`config.mk`:
```
export PLATFORM = sky130hd
export DESIGN_NAME = sample_strobe_tx
export DESIGN_NICKNAME = d
export VERILOG_FILES = /design/src/rtl/sample_tx_pkg.sv /design/src/rtl/sample_fifo.sv /design/src/rtl/sample_strobe_tx.sv
export SDC_FILE = /design/constraint.sdc
export NUM_CORES = 1
export LEC_CHECK = 0
export ABC_AREA = 1
export ABC_CLOCK_PERIOD_IN_PS = 2400
export CAP_MARGIN = 20
export CELL_PAD_IN_SITES_DETAIL_PLACEMENT = 0
export CELL_PAD_IN_SITES_GLOBAL_PLACEMENT = 1
export CORE_ASPECT_RATIO = 2
export CORE_MARGIN = 3
export CORE_UTILIZATION = 40
export CTS_CLUSTER_SIZE = 10
export DETAILED_ROUTE_END_ITERATION = 7
export DONT_BUFFER_PORTS = 1
export HOLD_SLACK_MARGIN = 0.1
export PLACE_DENSITY_LB_ADDON = 0.25
export SETUP_SLACK_MARGIN = 0.5
export SYNTH_ARGS = -nofsm -noshare
export SYNTH_HDL_FRONTEND = slang
export SYNTH_SLANG_ARGS = --single-unit
```
`constraint.sdc`:
```
create_clock -name clk -period 2.4 [get_ports clk]
set_clock_uncertainty 0.05 [all_clocks]
set_input_delay 0.24 -clock clk [delete_from_list [all_inputs] [get_ports clk]]
set_output_delay 0.24 -clock clk [all_outputs]
set_load 0.005 [all_outputs]
```
`src/rtl/sample_tx_pkg.sv`:
```
// Shared definitions for the sample/strobe producer: FSM state encoding and default widths.
// Optional feature macro used by this slice: DONE_TIMEOUT_EN.
package sample_tx_pkg;

    localparam int DEF_DATA_W  = 8;
    localparam int DEF_FIFO_AW = 2;
    localparam int DEF_RATE_W  = 8;
    localparam int DEF_TO_W    = 6;

    typedef enum logic [1:0] {
        ST_IDLE      = 2'b00,
        ST_STROBE    = 2'b01,
        ST_WAIT_DONE = 2'b10,
        ST_WAIT_RATE = 2'b11
    } tx_state_e;

endpackage

```
`src/rtl/sample_fifo.sv`:
```
// Small synchronous FIFO with an occupancy count; full/empty come straight from the
// registered count, and pushes into a full FIFO or pops from an empty one are ignored.
module sample_fifo #(
    parameter int DATA_W = 8,
    parameter int AW     = 2
) (
    input  logic              clk,
    input  logic              reset,
    input  logic              push_i,
    input  logic [DATA_W-1:0] push_data_i,
    input  logic              pop_i,
    output logic [DATA_W-1:0] head_data_o,
    output logic              full_o,
    output logic              empty_o
);

    localparam int          DEPTH = 1 << AW;
    localparam logic [AW:0] FULL_COUNT = {1'b1, {AW{1'b0}}};

    logic [DATA_W-1:0] mem_q [DEPTH];
    logic [AW-1:0]     wr_ptr_q;
    logic [AW-1:0]     rd_ptr_q;
    logic [AW:0]       count_q;
    logic              push_ok;
    logic              pop_ok;

    assign full_o      = (count_q == FULL_COUNT);
    assign empty_o     = (count_q == '0);
    assign push_ok     = push_i && !full_o;
    assign pop_ok      = pop_i && !empty_o;
    assign head_data_o = mem_q[rd_ptr_q];

    // Storage carries no reset; only pointers and count define what is valid.
    always_ff @(posedge clk) begin
        if (push_ok) begin
            mem_q[wr_ptr_q] <= push_data_i;
        end
    end

    always_ff @(posedge clk or posedge reset) begin
        if (reset) begin
            wr_ptr_q <= '0;
            rd_ptr_q <= '0;
            count_q  <= '0;
        end else begin
            if (push_ok) begin
                wr_ptr_q <= wr_ptr_q + 1'b1;
            end
            if (pop_ok) begin
                rd_ptr_q <= rd_ptr_q + 1'b1;
            end
            case ({push_ok, pop_ok})
                2'b10:   count_q <= count_q + 1'b1;
                2'b01:   count_q <= count_q - 1'b1;
                default: count_q <= count_q;
            endcase
        end
    end

endmodule

```
`src/rtl/sample_strobe_tx.sv`:
```
// Producer end of the sample/strobe link into the moving-average filter.
// Define DONE_TIMEOUT_EN to abandon a sample when the filter never answers with done_i.
module sample_strobe_tx
    import sample_tx_pkg::*;
#(
    parameter int DATA_W  = DEF_DATA_W,
    parameter int FIFO_AW = DEF_FIFO_AW,
    parameter int RATE_W  = DEF_RATE_W
`ifdef DONE_TIMEOUT_EN
    ,
    parameter int TO_W    = DEF_TO_W
`endif
) (
    input  logic              clk,
    input  logic              reset,
    input  logic [DATA_W-1:0] wr_data,
    input  logic              wr_valid,
    output logic              wr_ready,
    input  logic              enable,
    input  logic [RATE_W-1:0] rate_div,
    output logic [DATA_W-1:0] data_o,
    output logic              strobe_o,
    input  logic              done_i,
    output logic              busy_o,
    output logic              timeout_o
);

    tx_state_e         state_q;
    logic [DATA_W-1:0] data_q;
    logic [RATE_W-1:0] gap_q;
    logic [DATA_W-1:0] head_data;
    logic              fifo_full;
    logic              fifo_empty;
    logic              pop;

    assign pop = (state_q == ST_IDLE) && enable && !fifo_empty;

    sample_fifo #(
        .DATA_W (DATA_W),
        .AW     (FIFO_AW)
    ) u_fifo (
        .clk         (clk),
        .reset       (reset),
        .push_i      (wr_valid),
        .push_data_i (wr_data),
        .pop_i       (pop),
        .head_data_o (head_data),
        .full_o      (fifo_full),
        .empty_o     (fifo_empty)
    );

`ifdef DONE_TIMEOUT_EN
    logic [TO_W-1:0] to_cnt_q;
    logic            timeout_q;
`endif

    // data_q is written only when a sample leaves the FIFO, so it stays put while
    // the filter works on it.
    always_ff @(posedge clk or posedge reset) begin
        if (reset) begin
            state_q   <= ST_IDLE;
            data_q    <= '0;
            gap_q     <= '0;
`ifdef DONE_TIMEOUT_EN
            to_cnt_q  <= '0;
            timeout_q <= 1'b0;
`endif
        end else begin
            case (state_q)
                ST_IDLE: begin
                    if (pop) begin
                        data_q  <= head_data;
                        state_q <= ST_STROBE;
                    end
                end
                ST_STROBE: begin
`ifdef DONE_TIMEOUT_EN
                    to_cnt_q <= '0;
`endif
                    state_q <= ST_WAIT_DONE;
                end
                ST_WAIT_DONE: begin
                    if (done_i) begin
                        if (rate_div == '0) begin
                            state_q <= ST_IDLE;
                        end else begin
                            gap_q   <= rate_div;
                            state_q <= ST_WAIT_RATE;
                        end
                    end
`ifdef DONE_TIMEOUT_EN
                    else if (to_cnt_q == '1) begin
                        timeout_q <= 1'b1;
                        state_q   <= ST_IDLE;
                    end else begin
                        to_cnt_q <= to_cnt_q + 1'b1;
                    end
`endif
                end
                ST_WAIT_RATE: begin
                    if (gap_q <= RATE_W'(1)) begin
                        state_q <= ST_IDLE;
                    end else begin
                        gap_q <= gap_q - 1'b1;
                    end
                end
                default: state_q <= ST_IDLE;
            endcase
        end
    end

    assign wr_ready = !fifo_full;
    assign data_o   = data_q;
    assign strobe_o = (state_q == ST_STROBE);
    assign busy_o   = (state_q != ST_IDLE);

`ifdef DONE_TIMEOUT_EN
    assign timeout_o = timeout_q;
`else
    assign timeout_o = 1'b0;
`endif

endmodule

```
==> summary.txt, run 1 <==
Pwr
  – Lkg Pwr: 1.44 nW
  – Peak supply drop: 0.616 mV
  – Power per cell area: 1350 mW/mm²

Floorplan
  – # IOs: 33
  – Die W: 64.5 µm
  – Core area: 0.00662 mm²
  – Initial core utilization: 0.413
  – Rows: 42
  – Die Ht: 123 µm
  – Die area: 0.00793 mm²

Clock network
  – Root Driver: clkbuf_16
  – Clk_lat worst skew: 0.32 ns
  – H-Tree Depth: 3
  – CTS tree: built
  – Clock sinks: 57
  – Clock Tree Buf Depth: 2
  – Register clock-pin slew on the reported worst setup and hold paths: 0.05 ns
  – TritonCTS buffer count: 9

STA
  – Hold Violations, Final: 0
  – Achievable Freq: 552 MHz
  – Fin crit share: 0.754
  – Worst hold margin: 0.112 ns
  – Setup-failing EPs final: 0
  – Final TNS setup: 0 ns
  – RSZ-0062 raised after global routing: no
  – Max-slew violation count: 0
  – Shortest period the worst path allows: 1.81 ns

Status
  – Status: finished clean

Placement
  – Buffers added on ports: 0
  – Post-DP HPWL: 4430 µm
  – RD Place Congestion: 0.842
  – Placed Cells: 366

Critical path
  – Top cell by count, worst path: nand3_2
  – Slowest stage delay, CP: 0.44 ns
  – Crit path buffers/inverters: 3
  – Kind of cell adding the most delay to the critical path: adder cells
  – Arrival time at the worst endpoint: 2.00 ns
  – Worst-path cell chain: inv_2 > nand3_2 > nand3_2 > clkinv_4 > ha_1 > inv_1 > fa_2 > o21ai_0
  – Slowest cell on crit path: fa_2
  – Worst-path maximum fanout: 3
  – Levels on crit path: 8
  – Worst setup path class: flop to flop
  – Critical Path RT: 2.58 ns
  – Crit start category: flop
  – CP endpoint kind: flop
  – FF-to-FF path depth: 8

Synth
  – Synth area leader: edfxtp_1
  – Syn Area/Cell: 9.81 µm²
  – Count of flip-flops with a built-in enable after synthesis: 32
  – Dominant synthesized flop cell: edfxtp_1
  – Mapped Area: 0.00274 mm²
  – Syn_nets: 308
  – YS warnings: 0
  – Area share of the largest cell type after synthesis: 0.351
  – Synth Register Bits: 57
  – FFs w/ async S/R, synth: 0.439
  – Synth top area cells: edfxtp_1, dfrtp_1, nand2_1, nor2_1, o21ai_0
  – Seq/Total Area, Yosys: 0.580
  – Mapped Cells: 279
  – Post-synthesis cell type count: 33

Global route
  – Overflow after GRT: 0
  – Vias in the first global route: 2052
  – Initial antenna violation count: 0
  – Global-route wire length before repair: 10000 µm
  – Pin count of the biggest net entering global routing: 26
  – Total GRT Usage: 0.176

Drt
  – Vias per Instance: 4.90
  – Drt wl/cell: 15.6 µm
  – ANT nets after route: 0
  – Final wirelength: 6190 µm
  – Initial drt markers: 72
  – Via count: 1951
  – Drt first pass iters: 4
  – Remaining DRCs: 0

Finish
  – Antenna diode count: 0
  – Post-route insts no fill: 398
  – Commonest cells after routing, fill and taps aside: nand2_1, nor2_1, edfxtp_1
  – Most common cell after layout, fill and taps aside: nand2_1
  – Fillers: 653
  – Layout cells sized above 1: 0.200
  – Fin util: 0.502
  – Area growth syn-to-layout: 21.4%
  – Fin nets: 334

Hold path
  – HP Class: input port to flop
  – Worst hold stages: 3

Job
  – Max-cap violations: 0
-- power by group --
part           switching [mW]  internal (mW)
logic                    1.04          0.607
clock network           0.422          0.822
registers               0.232           1.37
-- cells by family after synthesis --
logic type                 synth area share
buffers and inverters                0.0613
and+or+nand+nor                       0.211
adders and majority gates            0.0393
DFF                                   0.580
xor gates and xnor gates             0.0128
other                               0.00137
AOI/OAI and AO/OA                    0.0942
-- Yosys cell counts (4+ instances only) --
cell type and count:
inv_1 28, o21ai_2 5, edfxtp_1 32, nor2_1 38, o21ai_0 24, ha_1 7, nand3_1 17, dfrtp_1 25
o22ai_1 8, buf_2 4, nand2_1 55
-- metrics by stage --
stage               setup WS (ns)  total power [mW]  area (µm²)
finish                      0.589              4.50        3320
global route                0.505              4.85        3320
CTS                         0.501              4.50        3300
detailed placement          0.344              3.15        2850
global placement            0.356              3.14        2850
floorplan                   0.507              2.77        2740
-- sequential cells by signal (all words and copies together) (netlist names) --
register         flops
u_fifo.rd_ptr_q      2
gap_q                8
data_o               8
state_q              2
u_fifo.mem_q        32
u_fifo.count_q       3
u_fifo.wr_ptr_q      2
-- repair_timing --
action | CTS | global route
endpoints found under the hold margin | 58 | 0
pin swaps | 2 | 2
endpoints found under the setup margin | 2 | 2
hold buffers | 10 | 0
resized for setup | 4 | 6
setup buffers | 5 | 1
-- path summary, 6_finish.rpt --
| check | start | to | slack [ns] |
|---|---|---|---|
| min reg2reg | u_fifo.count_q[0] | u_fifo.count_q[0] | 0.45 |
| max reg2reg | u_fifo.count_q[0] | u_fifo.count_q[1] | 0.59 |
| max | u_fifo.count_q[0] | u_fifo.count_q[1] | 0.59 |
| max in group asynchronous | reset | u_fifo.count_q[1] | 1.63 |
| min in group asynchronous | reset | data_o[3] | 0.38 |
| min | rate_div[7] | gap_q[7] | 0.11 |
-- layer usage --
layer / vias to the layer above / share of wire / global-route usage
li1: 969 / - / -
met1: 926 / 0.33 / 0.154
met2: 42 / 0.60 / 0.346
met3: 14 / 0.039 / 0.0491
met4: 0 / 0.032 / 0.0954
met5: - / 0 / 0
-- worst min-delay path, stage by stage --
cell     delay (ns)
or2_2          0.09
nand3_2        0.07
nand2_1        0.05
-- cell type report --
type / instances / area, µm² / area share
tap: 88 / 110 / 0.0331
inverter: 31 / 123 / 0.0369
clock buffer: 10 / 239 / 0.0719
multi-input combinational: 183 / 1010 / 0.304
timing repair buffer: 23 / 198 / 0.0595
clock inverter: 6 / 56.3 / 0.0169
sequential: 57 / 1590 / 0.478
(Power assumes the default switching activity.)
==> run 2, diff against run 1 <==
- ABC_CLOCK_PERIOD_IN_PS: 2400 -> 1570
- clock period: 2.4 -> 1.57 ns (I/O delays scaled with it)
==> run 2 against run 1 <==
Effect of this change: the run now ends with negative setup slack left; highest routed layer unchanged; wire length rose by 14%; power is 87% higher; critical endpoint is now u_fifo.count_q[2]; fmax up 2.5%; global-route usage rose by 2.0 points; core utilization is 11 points higher; clock power increased by 44%; clock-buffer cell count rose by 6; die area unchanged.
==> summary.txt, run 2 (synthesis gave the netlist of run 1 again) <==
Pwr
  – Clock Power Share: 0.213 (-0.064)
  – Switching pwr: 3.22 mW (+90%)
  – Combinational power share: 0.495 (+0.129)
  – Power Internal: 5.19 mW (+85%)
  – Seq pwr share: 0.292 (-0.065)
  – Power per cell area: 2090 mW/mm² (+55%)
  – Tot Pwr: 8.41 mW (+87%)
  – Peak supply drop: 1.26 mV (+100%)
  – Sw Share: 0.382 (+0.00556)
  – Lkg Pwr: 1.73 nW (+20%)

STA
  – Achievable Freq: 566 MHz (+2.5%)
  – Worst Setup Slack, final: -0.197 ns (-0.787 ns)
  – Fin crit share: 1.13 (+0.371)
  – Shortest period the worst path allows: 1.77 ns (-0.0435 ns)
  – Hold Violations, Final: 0 (unchanged)
  – Setup-failing EPs final: 14 (+14)
  – RSZ-0062 raised after global routing: yes
  – Max-slew violation count: 0 (unchanged)

Clock network
  – H-Tree Depth: 3 (unchanged)
  – Clock sinks: 57 (unchanged)
  – Register clock-pin slew on the reported worst setup and hold paths: 0.05 ns (about the same)
  – TritonCTS buffer count: 9 (unchanged)
  – CTS tree: built
  – Clk_lat worst skew: 0.32 ns (about the same)
  – Root Driver: clkbuf_16
  – Clock Tree Buf Depth: 2 (unchanged)

Global route
  – Vias in the first global route: 2298 (+12%)
  – Initial antenna violation count: 0 (unchanged)
  – Pin count of the biggest net entering global routing: 26 (unchanged)
  – Overflow after GRT: 0 (unchanged)
  – Global-route wire length before repair: 11300 µm (+13%)
  – Total GRT Usage: 0.196 (+0.0201)

Placement
  – Buffers added on ports: 0 (unchanged)
  – Placed Cells: 382 (+4.4%)
  – Post-DP HPWL: 4660 µm (+5.3%)
  – RD Place Congestion: 0.821 (-2.5%)
  – Placement-stage cell area: 0.00303 mm² (+6.2%)
  – Setup WS pre-CTS: -0.171 ns (-0.515 ns)

Status
  – Failing checks: negative setup slack
  – Status: finished, violations left

Finish
  – Post-route insts no fill: 442 (+11%)
  – Area growth syn-to-layout: 46.9%
  – Layout cells sized above 1: 0.376 (+0.176)
  – Commonest cells after routing, fill and taps aside: nand2_1, edfxtp_1, nor2_1
  – Antenna diode count: 0 (unchanged)
  – Most common cell after layout, fill and taps aside: nand2_1
  – Reg with most FFs: u_fifo.mem_q
  – Max reg flops: 32 (unchanged)
  – Final Cell Area: 0.00402 mm² (+21%)
  – Fin util: 0.607 (+0.105)
  – Fin nets: 378 (+13%)

Floorplan
  – Rows: 42 (unchanged)
  – Die area: 0.00793 mm² (unchanged)
  – # IOs: 33 (unchanged)
  – Die Ht: 123 µm (unchanged)
  – Core area: 0.00662 mm² (unchanged)
  – Die W: 64.5 µm (unchanged)
  – Initial core utilization: 0.413 (unchanged)

Critical path
  – Critical Path RT: 1.72 ns (-0.86 ns)
  – Worst setup path startpoint: state_q[0]
  – CP endpoint kind: flop
  – Crit start category: flop
  – Worst setup path class: flop to flop
  – Arrival time at the worst endpoint: 1.91 ns (-0.09 ns)
  – Worst-path maximum fanout: 2 (-1)
  – RR Startpoint: state_q[0]
  – R2R setup slack: -0.20 ns (-0.79 ns)

Drt
  – Remaining DRCs: 0 (unchanged)
  – Drt first pass iters: 4 (unchanged)
  – Initial drt markers: 115 (+60%)
  – Via count: 2153 (+10%)
  – ANT nets after route: 0 (unchanged)
  – Drt wl/cell: 15.9 µm (+2.3%)
  – Vias per Instance: 4.87 (-0.63%)
  – Final wirelength: 7040 µm (+14%)

Job
  – Max-cap violations: 0 (unchanged)

Hold path
  – HP Class: input port to flop
  – Hold Crit Start: wr_valid
-- run 2: path summary, 6_finish.rpt --
check / end / cells past startpoint
max: u_fifo.count_q[2] / 9
min: u_fifo.count_q[1] / 3
max reg2reg: u_fifo.count_q[2] / 9
min reg2reg: data_o[3] / 2
max in group asynchronous: gap_q[0] / 3
min in group asynchronous: u_fifo.wr_ptr_q[0] / 3
-- run 2: area by class of cell --
type                       count  area [µm²]
fill                         567        2600
multi-input combinational    184        1260
inverter                      31         136
sequential                    57        1590
timing repair buffer          66         648
tap                           88         110
clock buffer                  16         282
-- run 2: critical path, stage by stage, from the launching register on --
cell      delay [ns]
dfrtp_1         0.39
nor2_2          0.16
nand3_2         0.13
clkinv_4        0.07
ha_4            0.11
inv_2           0.03
fa_2            0.35
a21oi_2         0.13
o21ai_1         0.08
xor2_1          0.14
-- run 2: power groups by stage --
stage | sequential, mW | clock (mW) | combinational [mW]
finish | 2.45 | 1.79 | 4.16
detailed placement | 2.45 | 0 | 2.84
floorplan | 2.37 | 0 | 2.01
global route | 2.50 | 1.87 | 4.61
global placement | 2.44 | 0 | 2.82
CTS | 2.45 | 1.83 | 3.69
-- run 2: layer usage --
metal	part of all wire	wire, µm	global-route usage	up-vias
met5	0	0	0	-
met4	0.040	283	0.110	0
met3	0.025	175	0.0382	17
met2	0.61	4310	0.387	35
met1	0.32	2270	0.179	1039
li1	-	-	-	1062
-- run 2: repair_timing --
action	4_1_cts	5_1_grt
resized for setup	59	29
setup buffers	13	11
hold buffers	18	0
setup endpoints to repair	60	60
hold endpoints to repair	66	0
cloned	2	0
pin swaps	12	14
-- run 2: stage by stage --
step / TNS (ns) / hold WS (ns)
after global placement: -0.222 / 0.0918
after detailed placement: -0.271 / 0.0983
after global routing: -2.89 / 0.126
after floorplan: -0.294 / 0.134
after CTS: -0.320 / 0.107
final: -1.66 / 0.115
==> run 3, diff against run 2 <==
- CTS_BUF_LIST: not set -> sky130_fd_sc_hd__clkbuf_8
==> run 3 against run 2 <==
Effect of this change: the run still ends with negative setup slack left; wire length rose by 2.4%; die area unchanged; clock-buffer cell count decreased by 4; largest power group unchanged; highest routed layer unchanged.
==> summary.txt, run 3 (synthesis gave the netlist of run 1 again) <==
Floorplan
  – # IOs: 33 (unchanged)
  – Die area: 0.00793 mm² (unchanged)
  – Core area: 0.00662 mm² (unchanged)
  – Initial core utilization: 0.413 (unchanged)
  – Rows: 42 (unchanged)
  – Die W: 64.5 µm (unchanged)
  – Die Ht: 123 µm (unchanged)

Critical path
  – Crit path buffers/inverters: 2 (unchanged)
  – Slowest cell on crit path: dfrtp_1
  – Arrival time at the worst endpoint: 1.90 ns (about the same)
  – Slowest stage delay, CP: 0.39 ns (about the same)
  – Worst setup path class: flop to flop
  – Crit start category: flop
  – Critical Path RT: 1.73 ns (about the same)
  – CP endpoint kind: flop
  – FF-to-FF path depth: 9 (unchanged)
  – Worst-path maximum fanout: 3 (+1)
  – Levels on crit path: 9 (unchanged)
  – Kind of cell adding the most delay to the critical path: adder cells
  – Top cell by count, worst path: inv_2
  – Worst-path cell chain: inv_2 > nand3_4 > nand2_4 > ha_4 > inv_2 > fa_2 > a21oi_2 > o21ai_1 > xor2_1

Clock network
  – CTS tree: built
  – Register clock-pin slew on the reported worst setup and hold paths: 0.06 ns (about the same)
  – Clk_lat worst skew: 0.33 ns (about the same)
  – TritonCTS buffer count: 9 (unchanged)
  – H-Tree Depth: 3 (unchanged)
  – Hold buffers post-CTS: 18 (unchanged)
  – Clock Tree Buf Depth: 2 (unchanged)
  – Root Driver: clkbuf_8
  – Clock sinks: 57 (unchanged)

Drt
  – Vias per Instance: 4.86 (-0.24%)
  – Via count: 2177 (+1.1%)
  – Drt wl/cell: 16.1 µm (+1.0%)
  – Final wirelength: 7200 µm (+2.4%)
  – Initial drt markers: 92 (-20%)
  – ANT nets after route: 0 (unchanged)
  – Remaining DRCs: 0 (unchanged)
  – Drt first pass iters: 4 (unchanged)

STA
  – Worst Setup Slack, final: -0.169 ns (+0.0279 ns)
  – Achievable Freq: 575 MHz (+1.6%)
  – Max-slew violation count: 0 (unchanged)
  – Fin crit share: 1.11 (-0.0177)
  – Shortest period the worst path allows: 1.74 ns (-0.0279 ns)
  – Hold Violations, Final: 0 (unchanged)
  – Setup-failing EPs final: 14 (unchanged)
  – RSZ-0062 raised after global routing: yes

Finish
  – Reg with most FFs: u_fifo.mem_q
  – Most common cell after layout, fill and taps aside: nand2_1
  – Layout cells sized above 1: 0.408 (+0.0326)
  – Fin util: 0.608 (+0.00113)
  – Area growth syn-to-layout: 47.2%
  – Seq. cell area: 0.00159 mm² (unchanged)
  – Final Cell Area: 0.00403 mm² (+0.19%)
  – Fin nets: 384 (+1.6%)
  – Fillers: 572 (+0.88%)
  – Max reg flops: 32 (unchanged)
  – Area occupied by multi-input gates: 0.00128 mm² (+1.6%)
  – Antenna diode count: 0 (unchanged)
  – Commonest cells after routing, fill and taps aside: nand2_1, edfxtp_1, nor2_1

Pwr
  – Lkg Pwr: 1.72 nW (-0.67%)
  – Peak supply drop: 1.00 mV (-21%)
  – Power per cell area: 2000 mW/mm² (-4.5%)

Status
  – Status: finished, violations left
  – Failing checks: negative setup slack

Job
  – Max-cap violations: 0 (unchanged)

Global route
  – Total GRT Usage: 0.197 (+0.00111)
  – Busiest grt layer: met2
  – Overflow after GRT: 0 (unchanged)
  – M3 GR Usage: 0.0564 (+0.0182)
  – Pin count of the biggest net entering global routing: 26 (unchanged)
  – Global-route wire length before repair: 11200 µm (-0.86%)
  – GR Util met1: 0.176 (-0.00310)
  – Met2 GRT Util: 0.374 (-0.0123)
  – Vias in the first global route: 2300 (+0.087%)
  – Initial antenna violation count: 0 (unchanged)

Placement
  – Buffers added on ports: 0 (unchanged)
  – Placement-stage cell area: 0.00303 mm² (unchanged)
  – Post-DP HPWL: 4660 µm (unchanged)
  – RD Place Congestion: 0.821 (unchanged)

Hold path
  – Worst hold stages: 3 (unchanged)
  – HP Class: input port to flop
==> run 3: routing by layer <==
| metal | wire, µm | share of wire | up-vias |
|---|---|---|---|
| li1 | - | - | 1071 |
| met1 | 2280 | 0.32 | 1037 |
| met5 | 0 | 0 | - |
| met3 | 246 | 0.034 | 21 |
| met2 | 4310 | 0.60 | 48 |
| met4 | 366 | 0.051 | 0 |
==> run 3: final cells by class <==
cell class                 count  area share
clock inverter                 4     0.00373
tap                           88      0.0273
timing repair buffer          72       0.181
inverter                      31      0.0357
clock buffer                  12      0.0410
multi-input combinational    184       0.317
sequential                    57       0.394
==> run 3: path summary, 6_finish.rpt <==
| check | start | to | slack (ns) |
|---|---|---|---|
| max | u_fifo.count_q[1] | u_fifo.count_q[2] | -0.17 |
| min | wr_valid | u_fifo.count_q[1] | 0.10 |
| max reg2reg | u_fifo.count_q[1] | u_fifo.count_q[2] | -0.17 |
| min reg2reg | data_o[7] | data_o[7] | 0.46 |
| max in group asynchronous | reset | gap_q[0] | 0.88 |
| min in group asynchronous | reset | gap_q[2] | 0.29 |
==> run 3: repair_timing <==
| item | CTS | global route |
|---|---|---|
| hold endpoints to repair | 67 | 1 |
| setup buffers | 15 | 14 |
| pin swaps | 15 | 21 |
| resized for setup | 61 | 41 |
| cloned | 2 | 1 |
| setup endpoints to repair | 60 | 60 |
==> run 3: report_power, final <==
| group | switching [mW] | internal [mW] | total (mW) | leakage, nW |
|---|---|---|---|---|
| logic | 2.32 | 2.05 | 4.37 | 1.02 |
| clock network | 0.525 | 0.679 | 1.20 | 0.108 |
| registers | 0.377 | 2.10 | 2.47 | 0.596 |
| total | 3.23 | 4.82 | 8.05 | 1.72 |
==> run 3: worst min-delay path, delay by kind of cell <==
family                   cells  cell delay [ns]
AO/OA/AOI/OAI                1             0.05
adder cells (fa/ha/maj)      1             0.17
AND/OR/NAND/NOR              1             0.06
==> run 3: per-stage QoR <==
step	TNS [ns]	std cells	total power, mW	hold slack [ns]	setup slack, ns
floorplan	-0.294	279	4.39	0.134	-0.205
finish	-1.41	448	8.05	0.102	-0.169
global placement	-0.222	382	5.26	0.0918	-0.156
global route	-2.36	448	8.64	0.0913	-0.264
CTS	-0.331	433	7.42	0.0911	-0.150
detailed placement	-0.271	382	5.29	0.0983	-0.171
==> edit, RTL diff (flow settings as in run 2) <==
Reset style: synchronous (`reset`), changed in 2 clocked blocks.
--- a/src/rtl/sample_fifo.sv
+++ b/src/rtl/sample_fifo.sv
@@ -37,7 +37,7 @@
         end
     end
 
-    always_ff @(posedge clk or posedge reset) begin
+    always_ff @(posedge clk) begin
         if (reset) begin
             wr_ptr_q <= '0;
             rd_ptr_q <= '0;
--- a/src/rtl/sample_strobe_tx.sv
+++ b/src/rtl/sample_strobe_tx.sv
@@ -56,7 +56,7 @@
 
     // data_q is written only when a sample leaves the FIFO, so it stays put while
     // the filter works on it.
-    always_ff @(posedge clk or posedge reset) begin
+    always_ff @(posedge clk) begin
         if (reset) begin
             state_q   <= ST_IDLE;
             data_q    <= '0;
Check against the original RTL: differs if reset is asserted again (counterexample within 4 cycles, from zero or initial values and one cycle with reset high); with reset held inactive, the same outputs for 10 cycles.
==> edit against run 2 <==
The run still ends with setup timing left. Wire length down 7.2%. Power down 22%. Utilization down 0.90 points. Final cell count up 1.1%. Synthesized area down 2.8%. Cell area down 5.4%. Worst setup slack better by 0.054 ns. Sequential cell count unchanged. Critical path type unchanged. Critical endpoint is now u_fifo.count_q[2]. Highest routed layer unchanged.
==> edit: results <==
{
  "status": "finished, violations left",
  "failed_checks": "setup timing",
  "grt_usage_pct": 17.6,
  "synth_xor_area_share_pct": 0,
  "postSynth.asyncResetShare_pct": 0,
  "fin_tns_setup_ns": -0.254,
  "syn_inst": 308,
  "core-area_um2": 6360,
  "inverters": 30,
  "clock_buffers": 12,
  "cp_max_fo": 3,
  "place_congestion": 0.766,
  "placed_cell_area_um2": 2930,
  "dp.cells": 405,
  "slowest_stage": "fa_2",
  "hold_buffers": 16,
  "grt_pass1_wl_mm": 9.78,
  "yosys-top-cells-count": "nor2_1, nand2_1, o21ai_0",
  "nFillCells": 579,
  "synthTopCellsByArea": "edfxtp_1, dfxtp_1, nor2_1",
  "viasPerCell": 4.89,
  "setup_viol": 2,
  "fin_cells": 447,
  "setup_ws_ns": -0.143,
  "wl_met3_um": 237,
  "final-nonclk-buf-share_pct": 14.0,
  "multi_input_gates": 210,
  "max_stage_delay_ns": 0.35,
  "synth_fa_ha_area_share_pct": 4.05,
  "leakage_nw": 1.51,
  "wl_met2_mm": 3.97,
  "place_ws_ns": -0.154,
  "synth_nets": 337,
  "gr-usage-met3_pct": 6.30,
  "wl_met1_mm": 2.10,
  "drive_gt1_share_pct": 30.5,
  "power_frac_comb_pct": 39.8,
  "grt_pass1_vias": 2185,
  "post_drt_wl_per_cell_um": 14.6,
  "layout.nets": 385,
  "signal_buffers": 48,
  "swShare_pct": 34.4,
  "met2_usage_pct": 35.5,
  "grt_max_degree": 18,
  "cp.arrival_ns": 1.88,
  "met1_usage_pct": 13.2,
  "clock_area_share_pct": 7.93
}
[edit: cell types whose count changed after synthesis, moves of 8 or more]
cell,change
nand2_1,-15
a21oi_1,+8
nor2_1,+37
o21ai_0,+9
a31oi_1,+8
dfxtp_1,+25
dfrtp_1,-25
o22ai_1,-8
[edit: what timing repair did]
item / in CTS / in global routing
pin swaps: 6 / 5
endpoints found under the hold margin: 43 / 1
resized for setup: 28 / 40
setup endpoints to repair: 60 / 60
buffers inserted: 3 / 4
cloned: 1 / 2
[edit: final timing paths]
| check | startpoint | end | slack (ns) | cells after the start |
|---|---|---|---|---|
| worst min-delay path | wr_valid | u_fifo.wr_ptr_q[0] | 0.1 | 3 |
| worst min register to register | u_fifo.count_q[1] | u_fifo.count_q[1] | 0.45 | 2 |
| worst max register to register | u_fifo.count_q[1] | u_fifo.count_q[2] | -0.14 | 11 |
| worst max-delay path | u_fifo.count_q[1] | u_fifo.count_q[2] | -0.14 | 11 |
